==> src/rtl/alu_req_scheduler.sv <==
// ---------------------------------------------------------------------------
// alu_req_scheduler
//
// Purpose:
//   Shares one DATA_W-bit ALU among NUM_REQ requesters. A round-robin arbiter
//   picks one pending request while idle. The request runs for a latency that
//   depends on the opcode: MUL_CYCLES for MUL, DIV_CYCLES for DIV and one
//   cycle for everything else. The result and the requester index are then
//   returned over a valid/ready response channel.
//   Flow: IDLE (accept) -> EXEC (count down) -> RESP (hold until taken) -> IDLE.
//
// Opcode encoding (operation_t, 3 bits):
//   0 ADD, 1 SUB, 2 MUL, 3 DIV, 4 AND, 5 OR, 6 XOR, 7 INVALID
//
// Parameters:
//   NUM_REQ     number of requesters (2..8)
//   DATA_W      operand/result width
//   MUL_CYCLES  EXEC cycles for MUL (>=1)
//   DIV_CYCLES  EXEC cycles for DIV (>=1)
//
// Ports:
//   clk         in   clock, rising edge
//   reset_n     in   asynchronous, active-low reset
//   req_valid   in   [NUM_REQ]         request pending, per requester
//   req_ready   out  [NUM_REQ]         one-hot accept, only in IDLE
//   req_op      in   [3*NUM_REQ]       opcode per requester, slice i = [3i+2:3i]
//   req_a       in   [DATA_W*NUM_REQ]  operand A per requester
//   req_b       in   [DATA_W*NUM_REQ]  operand B per requester
//   rsp_valid   out  response available
//   rsp_ready   in   consumer accepts response
//   rsp_id      out  [$clog2(NUM_REQ)] requester that issued the operation
//   rsp_result  out  [DATA_W]          result
//   busy        out  high whenever the scheduler is not idle
//   rsp_err     out  (ALU_ERR_FLAG_EN only) INVALID op or divide by zero
//
// Build option:
//   ALU_ERR_FLAG_EN  when defined, adds the rsp_err output. Results are the
//                    same either way.
// ---------------------------------------------------------------------------
module alu_req_scheduler #(
  parameter int NUM_REQ    = 4,
  parameter int DATA_W     = 8,
  parameter int MUL_CYCLES = 2,
  parameter int DIV_CYCLES = 4
) (
  input  logic                       clk,
  input  logic                       reset_n,
  input  logic [NUM_REQ-1:0]         req_valid,
  output logic [NUM_REQ-1:0]         req_ready,
  input  logic [3*NUM_REQ-1:0]       req_op,
  input  logic [DATA_W*NUM_REQ-1:0]  req_a,
  input  logic [DATA_W*NUM_REQ-1:0]  req_b,
  output logic                       rsp_valid,
  input  logic                       rsp_ready,
  output logic [$clog2(NUM_REQ)-1:0] rsp_id,
  output logic [DATA_W-1:0]          rsp_result,
`ifdef ALU_ERR_FLAG_EN
  output logic                       rsp_err,
`endif
  output logic                       busy
);

  localparam int ID_W  = $clog2(NUM_REQ);
  localparam int MAX_L = (MUL_CYCLES > DIV_CYCLES) ? MUL_CYCLES : DIV_CYCLES;
  // The counter holds L-1, so it must reach MAX_L-1.
  localparam int CNT_W = (MAX_L > 1) ? $clog2(MAX_L) : 1;

  typedef enum logic [2:0] {
    OP_ADD     = 3'd0,
    OP_SUB     = 3'd1,
    OP_MUL     = 3'd2,
    OP_DIV     = 3'd3,
    OP_AND     = 3'd4,
    OP_OR      = 3'd5,
    OP_XOR     = 3'd6,
    OP_INVALID = 3'd7
  } operation_t;

  typedef enum logic [1:0] {
    ST_IDLE = 2'd0,
    ST_EXEC = 2'd1,
    ST_RESP = 2'd2
  } state_t;

  // -------------------------------------------------------------------------
  // Per-requester views of the packed input buses
  // -------------------------------------------------------------------------
  logic [2:0]        op_arr [NUM_REQ];
  logic [DATA_W-1:0] a_arr  [NUM_REQ];
  logic [DATA_W-1:0] b_arr  [NUM_REQ];

  genvar gi;
  generate
    for (gi = 0; gi < NUM_REQ; gi++) begin : g_unpack
      assign op_arr[gi] = req_op[3*gi +: 3];
      assign a_arr[gi]  = req_a[DATA_W*gi +: DATA_W];
      assign b_arr[gi]  = req_b[DATA_W*gi +: DATA_W];
    end
  endgenerate

  // -------------------------------------------------------------------------
  // State
  // -------------------------------------------------------------------------
  state_t            state_q;
  logic [ID_W-1:0]   rr_ptr_q;
  logic [CNT_W-1:0]  cnt_q;
  operation_t        op_q;
  logic [DATA_W-1:0] a_q;
  logic [DATA_W-1:0] b_q;
  logic [ID_W-1:0]   id_q;
  logic              rsp_valid_q;
  logic [ID_W-1:0]   rsp_id_q;
  logic [DATA_W-1:0] rsp_result_q;
`ifdef ALU_ERR_FLAG_EN
  logic              rsp_err_q;
  logic              rsp_err_d;
`endif

  // -------------------------------------------------------------------------
  // Round-robin grant: scan rr_ptr+1, rr_ptr+2, ... with explicit wrap so
  // that non-power-of-two NUM_REQ works. The first valid requester wins.
  // -------------------------------------------------------------------------
  logic            grant_found;
  logic [ID_W-1:0] grant_idx;
  logic [ID_W-1:0] scan_idx;

  always_comb begin
    grant_found = 1'b0;
    grant_idx   = rr_ptr_q;
    scan_idx    = rr_ptr_q;
    for (int k = 0; k < NUM_REQ; k++) begin
      if (scan_idx == ID_W'(NUM_REQ - 1)) begin
        scan_idx = '0;
      end else begin
        scan_idx = scan_idx + ID_W'(1);
      end
      if (!grant_found && req_valid[scan_idx]) begin
        grant_found = 1'b1;
        grant_idx   = scan_idx;
      end
    end
  end

  // Accept is combinational so a requester sees ready in the same cycle it
  // is chosen. It is asserted only while idle.
  generate
    for (gi = 0; gi < NUM_REQ; gi++) begin : g_ready
      assign req_ready[gi] = (state_q == ST_IDLE) && grant_found &&
                             (grant_idx == ID_W'(gi));
    end
  endgenerate

  // -------------------------------------------------------------------------
  // Accept-side decode: opcode of the winner and its EXEC length minus one
  // -------------------------------------------------------------------------
  operation_t       grant_op_d;
  logic [CNT_W-1:0] cnt_d;

  always_comb begin
    grant_op_d = operation_t'(op_arr[grant_idx]);
    case (grant_op_d)
      OP_MUL:  cnt_d = CNT_W'(MUL_CYCLES - 1);
      OP_DIV:  cnt_d = CNT_W'(DIV_CYCLES - 1);
      default: cnt_d = '0;
    endcase
  end

  // -------------------------------------------------------------------------
  // ALU on the latched operands. The result is sampled only on the final
  // EXEC cycle, so the operands are stable long before the result is used.
  // -------------------------------------------------------------------------
  logic [DATA_W-1:0] rsp_result_d;

  always_comb begin
    rsp_result_d = '0;
    case (op_q)
      OP_ADD:  rsp_result_d = a_q + b_q;
      OP_SUB:  rsp_result_d = a_q - b_q;
      OP_MUL:  rsp_result_d = a_q * b_q;  // low DATA_W bits of the product
      OP_DIV:  rsp_result_d = (b_q == '0) ? '1 : (a_q / b_q);
      OP_AND:  rsp_result_d = a_q & b_q;
      OP_OR:   rsp_result_d = a_q | b_q;
      OP_XOR:  rsp_result_d = a_q ^ b_q;
      default: rsp_result_d = '0;         // INVALID
    endcase
  end

`ifdef ALU_ERR_FLAG_EN
  always_comb begin
    rsp_err_d = (op_q == OP_INVALID) || ((op_q == OP_DIV) && (b_q == '0));
  end
`endif

  // -------------------------------------------------------------------------
  // Controller. A reset in the middle of an operation discards it: no
  // response is produced for it.
  // -------------------------------------------------------------------------
  always_ff @(posedge clk or negedge reset_n) begin
    if (!reset_n) begin
      state_q      <= ST_IDLE;
      rr_ptr_q     <= ID_W'(NUM_REQ - 1);  // requester 0 wins first
      cnt_q        <= '0;
      op_q         <= OP_ADD;
      a_q          <= '0;
      b_q          <= '0;
      id_q         <= '0;
      rsp_valid_q  <= 1'b0;
      rsp_id_q     <= '0;
      rsp_result_q <= '0;
`ifdef ALU_ERR_FLAG_EN
      rsp_err_q    <= 1'b0;
`endif
    end else begin
      case (state_q)
        ST_IDLE: begin
          if (grant_found) begin
            op_q     <= grant_op_d;
            a_q      <= a_arr[grant_idx];
            b_q      <= b_arr[grant_idx];
            id_q     <= grant_idx;
            rr_ptr_q <= grant_idx;
            cnt_q    <= cnt_d;
            state_q  <= ST_EXEC;
          end
        end

        ST_EXEC: begin
          if (cnt_q == '0) begin
            rsp_valid_q  <= 1'b1;
            rsp_id_q     <= id_q;
            rsp_result_q <= rsp_result_d;
`ifdef ALU_ERR_FLAG_EN
            rsp_err_q    <= rsp_err_d;
`endif
            state_q      <= ST_RESP;
          end else begin
            cnt_q <= cnt_q - CNT_W'(1);
          end
        end

        ST_RESP: begin
          // rsp_id/rsp_result keep their value after the handshake; only
          // rsp_valid drops.
          if (rsp_ready) begin
            rsp_valid_q <= 1'b0;
            state_q     <= ST_IDLE;
          end
        end

        default: begin
          state_q <= ST_IDLE;
        end
      endcase
    end
  end

  assign rsp_valid  = rsp_valid_q;
  assign rsp_id     = rsp_id_q;
  assign rsp_result = rsp_result_q;
  assign busy       = (state_q != ST_IDLE);
`ifdef ALU_ERR_FLAG_EN
  assign rsp_err    = rsp_err_q;
`endif

endmodule
==> config.mk <==
export PLATFORM = sky130hd
export DESIGN_NAME = alu_req_scheduler
export DESIGN_NICKNAME = d
export VERILOG_FILES = /design/src/rtl/alu_req_scheduler.sv
export SDC_FILE = /design/constraint.sdc
export NUM_CORES = 1
export LEC_CHECK = 0
export CORE_AREA = 2 2 123 125
export DETAILED_ROUTE_END_ITERATION = 8
export DIE_AREA = 0 0 125 127
export PLACE_DENSITY = 0.64
export SETUP_SLACK_MARGIN = 0.2
export SLEW_MARGIN = 10
export SYNTH_ARGS = -nofsm -noshare
export SYNTH_HDL_FRONTEND = slang
export SYNTH_SLANG_ARGS = --single-unit
==> constraint.sdc <==
create_clock -name clk -period 16.2 [get_ports clk]
set_clock_uncertainty 0.05 [all_clocks]
set_input_delay 3.24 -clock clk [delete_from_list [all_inputs] [get_ports clk]]
set_output_delay 3.24 -clock clk [all_outputs]
set_load 0.05 [all_outputs]
==> results.json, run 1 <==
{
  "synthDominantAreaCellType": "ha_1",
  "antenna_cells_inserted": 0,
  "timing.max_cap.violations": 0,
  "grt_overflow_total": 0,
  "post-cts-setup-buffers": 0,
  "final-max-slew-violation-count": 0,
  "placement.setup.worst_slack_ps": 4630,
  "antenna_violating_nets_post_route": 0,
  "drc_violation_count_after_routing": 0,
  "routabilityCongestion": 0.943,
  "synth.distinct_cells": 63,
  "synth_most_common_cell": "ha_1",
  "floorplan.initialDensity": 0.393,
  "root_buffer_cell": "clkbuf_16",
  "biggest_cell_delay_along_the_critical_path_ps": 670,
  "worst_path_dominant_cell_family": "compound AO/OA/AOI/OAI gates",
  "dpl.hpwl_um": 13200,
  "netlist.area_leader.share": 0.179,
  "timing.critical_path.required_ps": 16320,
  "synthFlopType": "dfrtp_1",
  "post_synth_most_frequent_cells": "ha_1, nor2_1, nand2_1",
  "share_of_flip_flops_with_an_asynchronous_set_or_reset_after_synthesis": 1.00,
  "io_pins": 99,
  "finalWorstSetupSlack_ps": 4500,
  "tns_ps": 0,
  "tritoncts": "built",
  "layout.filler_cells": 1384,
  "top_layer_in_use": "met4",
  "placeableCoreArea_mm2": 0.0144,
  "placementRows": 44,
  "numCtsBuffers": 5,
  "setup_repair_after_global_routing_missed_its_margin": "no",
  "layout.nets": 916,
  "cts.sink_count": 38,
  "dp.cells": 916,
  "path_buf_inv": 1,
  "worstHoldPathType": "register to register",
  "crit_share_post_route": 0.722,
  "postSynthNetCount": 842,
  "post_drt_wl_per_cell_um": 18.0,
  "non_filler_instance_count_after_layout": 924,
  "detailroute.wirelength.met2_um": 7830,
  "synthesis.area_mm2": 0.00567,
  "h_tree_depth": 2,
  "drt-initial-drc-count": 258,
  "fraction_of_final_layout_cells_with_drive_strength_greater_than_1": 0.0838,
  "wirelength_um": 16600,
  "worstSetupPathType": "register to register",
  "cts-resized-gates": 0,
  "grt_pass1_vias": 5521,
  "wire_length_of_the_first_global_routing_pass_um": 27000,
  "final_hold_viol_count": 0,
  "dr_total_vias": 5312,
  "port_buffers": 98,
  "clk_latency_ps": 290,
  "synth.yosys.seq_area_share": 0.168,
  "utilization": 0.482,
  "layout-area-overhead-vs-synth_pct": 22.8,
  "routedLengthMet1_um": 7080,
  "synth_edf_count": 0,
  "synthCells": 665,
  "drt_pre_antenna_iters": 5,
  "fmaxAchievable_mhz": 85.4,
  "met3RoutedLength_um": 1180,
  "cts_max_path_buffers": 2,
  "setup-violations-final": 0,
  "avgSynthCellArea_um2": 8.52,
  "cts-hold-fix-buffers": 0,
  "grt_start_max_net_pins": 39,
  "ys_top_cells_by_area": "ha_1, dfrtp_1, mux2i_1",
  "worst-slew-pin-transition_ps": 1100,
  "die_x_um": 125,
  "grtUsageTotal": 0.208,
  "result_of_the_run": "finished, final reports clean",
  "route.detailed.vias_per_inst": 5.75,
  "crit_arrival_ps": 11820,
  "cp_slowest_cell": "o211ai_1",
  "fin_crit_ps": 11700,
  "floorplan.die.height_um": 127,
  "start_kind": "register",
  "initial_antenna_violation_count": 0,
  "postSynthRegisterBits": 38,
  "dieArea_mm2": 0.0159,
  "yosys_warnings": 0,
  "clkSlewWorstSetupHoldPaths_ps": 70,
  "max-slew-margin-rel": 0.258,
  "setup.worst_path.end_class": "register",
  "cp_max_fo": 9
}
worst paths after layout:
kind | cells after the start | startpoint | end | slack [ps]
worst max-delay path | 46 | b_q[7] | rsp_result[0] | 4500
worst min-delay path | 1 | id_q[1] | id_q[1] | 440
worst max register to register | 46 | b_q[7] | rsp_result[0] | 4500
worst min register to register | 1 | id_q[1] | id_q[1] | 440
max in group asynchronous | 1 | reset_n | a_q[3] | 12510
min in group asynchronous | 1 | reset_n | rsp_id[1] | 3030
layout by cell type, fill, tap and decap left out, types with 12 or more instances in the layout:
| master | netlist | layout |
|---|---|---|
| a21oi_1 | 28 | 28 |
| clkdlybuf4s50_1 | 0 | 97 |
| dfrtp_1 | 36 | 36 |
| fa_1 | 13 | 13 |
| ha_1 | 81 | 81 |
| inv_1 | 51 | 51 |
| mux2_2 | 26 | 26 |
| mux2i_1 | 32 | 31 |
| nand2_1 | 55 | 55 |
| nor2_1 | 62 | 62 |
| nor2b_1 | 12 | 12 |
| nor3_1 | 15 | 15 |
| o21a_1 | 19 | 19 |
| o21ai_0 | 51 | 51 |
| xnor2_1 | 27 | 27 |
worst reg2reg max path: cells and delay by family (launching register included):
kind	cells	cell delay, ps
adder cells (fa/ha/maj)	7	2100
multiplexers	3	900
AND/OR/NAND/NOR	6	1880
buffers and inverters	1	40
flip-flops	1	510
AO/OA/AOI/OAI	29	6140
flip-flops by register name, indices dropped and copies added (netlist names):
signal and cells:
a_q 8, b_q 8, rsp_result 8, op_q 3, cnt_q 2, id_q 2, rr_ptr_q 2, rsp_id 2
state_q 2, rsp_valid 1
area by class of cell:
cell class,instances,area [um2],area share
multi-input combinational,543,4400,0.632
timing repair buffer,100,991,0.142
clock inverter,3,68.8,0.00989
inverter,51,191,0.0275
tap,184,230,0.0331
clock buffer,5,125,0.0180
sequential,38,953,0.137
logic make-up after synthesis:
logic type               after synthesis  share of synthesized area
AND/OR/NAND/NOR                      176                      0.143
AO/OA/AOI/OAI                        172                      0.202
adder cells (fa/ha/maj)               94                      0.225
buffers and inverters                 84                     0.0598
multiplexers                          68                      0.147
flip-flops                            38                      0.168
XOR/XNOR                              33                     0.0559
per-layer routing:
layer,vias to the layer above,GRT usage
met2,220,0.357
met3,41,0.0352
met5,-,0
li1,2542,-
met1,2509,0.262
met4,0,0.0810
stage by stage:
stage	hold slack (ps)	area, um2
final	441	6960
after global routing	475	6960
after CTS	444	6960
after detailed placement	430	6770
after global placement	425	6770
after floorplan	410	5670
Power of run 1 is left out: the tool's default activity adds up to more than one toggle a clock period on the data nets, which glitch-free logic cannot reach.
==> run 2, diff against run 1 <==
==> constraint.sdc (replaced) <==
create_clock -name clk -period 11.6 [get_ports clk]
set_clock_uncertainty 0.05 [all_clocks]
set_input_delay 2.32 -clock clk [delete_from_list [all_inputs] [get_ports clk]]
set_output_delay 2.32 -clock clk [all_outputs]
set_load 0.05 [all_outputs]
==> run 2 against run 1 <==
Against the previous run: worst setup slack got worse by 3800 ps; register-to-register slack got worse by 3800 ps; critical path depth increased by 3; design area increased by 3.5%; clock-buffer cell count unchanged; flip-flop and latch count unchanged; maximum frequency increased by 7.4%; sequential share of layout area decreased by 0.42 points; worst hold slack got worse by 6.3 ps; non-clock buffer count increased by 25; via count increased by 2.9%.
==> results.json, run 2 (same netlist as run 1, synthesis figures left out) <==
{
  "route.detailed.vias_per_inst": 5.76,
  "drt-initial-drc-count": 339,
  "layout-area-overhead-vs-synth_pct": 27.2,
  "die_x_um": 125,
  "cp_max_fo": 8,
  "start_kind": "register",
  "initial_antenna_violation_count": 0,
  "finalWorstSetupSlack_ps": 699,
  "root_buffer_cell": "clkbuf_16",
  "crit_arrival_ps": 11010,
  "dr_total_vias": 5466,
  "biggest_cell_delay_along_the_critical_path_ps": 660,
  "crit_share_post_route": 0.940,
  "path_buf_inv": 2,
  "placeableCoreArea_mm2": 0.0144,
  "wirelength_um": 17000,
  "cts-hold-fix-buffers": 0,
  "fraction_of_final_layout_cells_with_drive_strength_greater_than_1": 0.133,
  "setup-violations-final": 0,
  "antenna_cells_inserted": 0,
  "timing.max_cap.violations": 0,
  "floorplan.die.height_um": 127,
  "io_pins": 99,
  "h_tree_depth": 2,
  "worstHoldPathType": "register to register",
  "cp_slowest_cell": "or4b_2",
  "antenna_violating_nets_post_route": 0,
  "final-max-slew-violation-count": 0,
  "tns_ps": 0,
  "setup.reg_to_reg.worst_slack_ps": 700,
  "setup_repair_after_global_routing_missed_its_margin": "no",
  "result_of_the_run": "finished, final reports clean",
  "final_hold_viol_count": 0,
  "worst-slew-pin-transition_ps": 1150,
  "setup.worst_path.end_class": "register",
  "grt_overflow_total": 0,
  "numCtsBuffers": 5,
  "placement.setup.worst_slack_ps": 347,
  "top_layer_in_use": "met4",
  "clk_latency_ps": 280,
  "met3RoutedLength_um": 1150,
  "drt_pre_antenna_iters": 5,
  "fmaxAchievable_mhz": 91.7,
  "max-slew-margin-rel": 0.230,
  "layout_commonest_cell": "clkdlybuf4s50_1",
  "placementRows": 44,
  "grtUsageTotal": 0.209,
  "drc_violation_count_after_routing": 0,
  "layout_common_cells": "clkdlybuf4s50_1, ha_1, nor2_1",
  "floorplan.initialDensity": 0.393,
  "fin_crit_ps": 10900,
  "routabilityCongestion": 0.950,
  "cts.sink_count": 38,
  "grt_pass1_vias": 5496,
  "clkSlewWorstSetupHoldPaths_ps": 60,
  "detailroute.wirelength.met2_um": 8170,
  "grt_start_max_net_pins": 39,
  "routedLengthMet1_um": 7340,
  "dieArea_mm2": 0.0159,
  "cts_max_path_buffers": 2,
  "layout.nets": 941,
  "port_buffers": 98,
  "worstSetupPathType": "register to register",
  "wire_length_of_the_first_global_routing_pass_um": 27200,
  "dpl.hpwl_um": 13300,
  "tritoncts": "built",
  "post_drt_wl_per_cell_um": 17.9,
  "worst_path_dominant_cell_family": "compound AO/OA/AOI/OAI gates",
  "timing.critical_path.required_ps": 11710
}
## run 2: cell types whose count changed in the layout (fill, tap and decap cells not counted), moves of 2 or more
cell	previous run	this run
mux2i_1	31	28
a21oi_2	0	2
buf_4	2	27
mux2i_2	0	3
dfrtp_1	36	33
a21oi_1	28	26
a21boi_0	9	6
dfrtp_2	0	3
a21boi_2	0	2
## run 2: worst paths after layout
| kind | from | endpoint | cells past startpoint |
|---|---|---|---|
| setup / recovery | b_q[7] | rsp_result[0] | 49 |
| hold / removal | id_q[0] | id_q[0] | 1 |
| setup reg to reg | b_q[7] | rsp_result[0] | 49 |
| hold reg to reg | id_q[0] | id_q[0] | 1 |
| max in group asynchronous | reset_n | b_q[4] | 1 |
| min in group asynchronous | reset_n | state_q[1] | 1 |
## run 2: per-stage QoR
step	cell area (um2)	cells	hold WS, ps	util
4_1_cts	6990	928	440	0.485
3_5_place_dp	6800	920	426	0.471
3_3_place_gp	6800	920	426	0.471
2_1_floorplan	5670	665	410	-
6_report	7210	949	435	0.500
5_1_grt	7210	949	461	0.500
## run 2: area by class of cell
class | count | area [um2]
Clock buffer | 5 | 125
Clock inverter | 3 | 68.8
Fill cell | 1362 | 7220
Inverter | 51 | 191
Multi-Input combinational cell | 543 | 4450
Sequential cell | 38 | 957
Tap cell | 184 | 230
Timing Repair Buffer | 125 | 1180
## run 2: routing by layer
layer  GRT usage  up-vias
met4      0.0529        0
met5           0        -
met3      0.0306       31
met1       0.276     2613
li1            -     2593
met2       0.361      229
## run 2: worst register-to-register path, delay by kind of cell, from the launching register on
kind	cells	cell delay, ps
AND/OR/NAND/NOR	7	1890
flip-flops	1	450
multiplexers	2	500
buffers and inverters	2	270
adder cells (fa/ha/maj)	7	2090
AO/OA/AOI/OAI	31	5540
## run 2: repair_timing
action	in CTS	in global routing
setup endpoints to repair	0	1
buffers inserted	0	21
gates resized for setup	0	19
Power of run 2 is left out for the same reason.
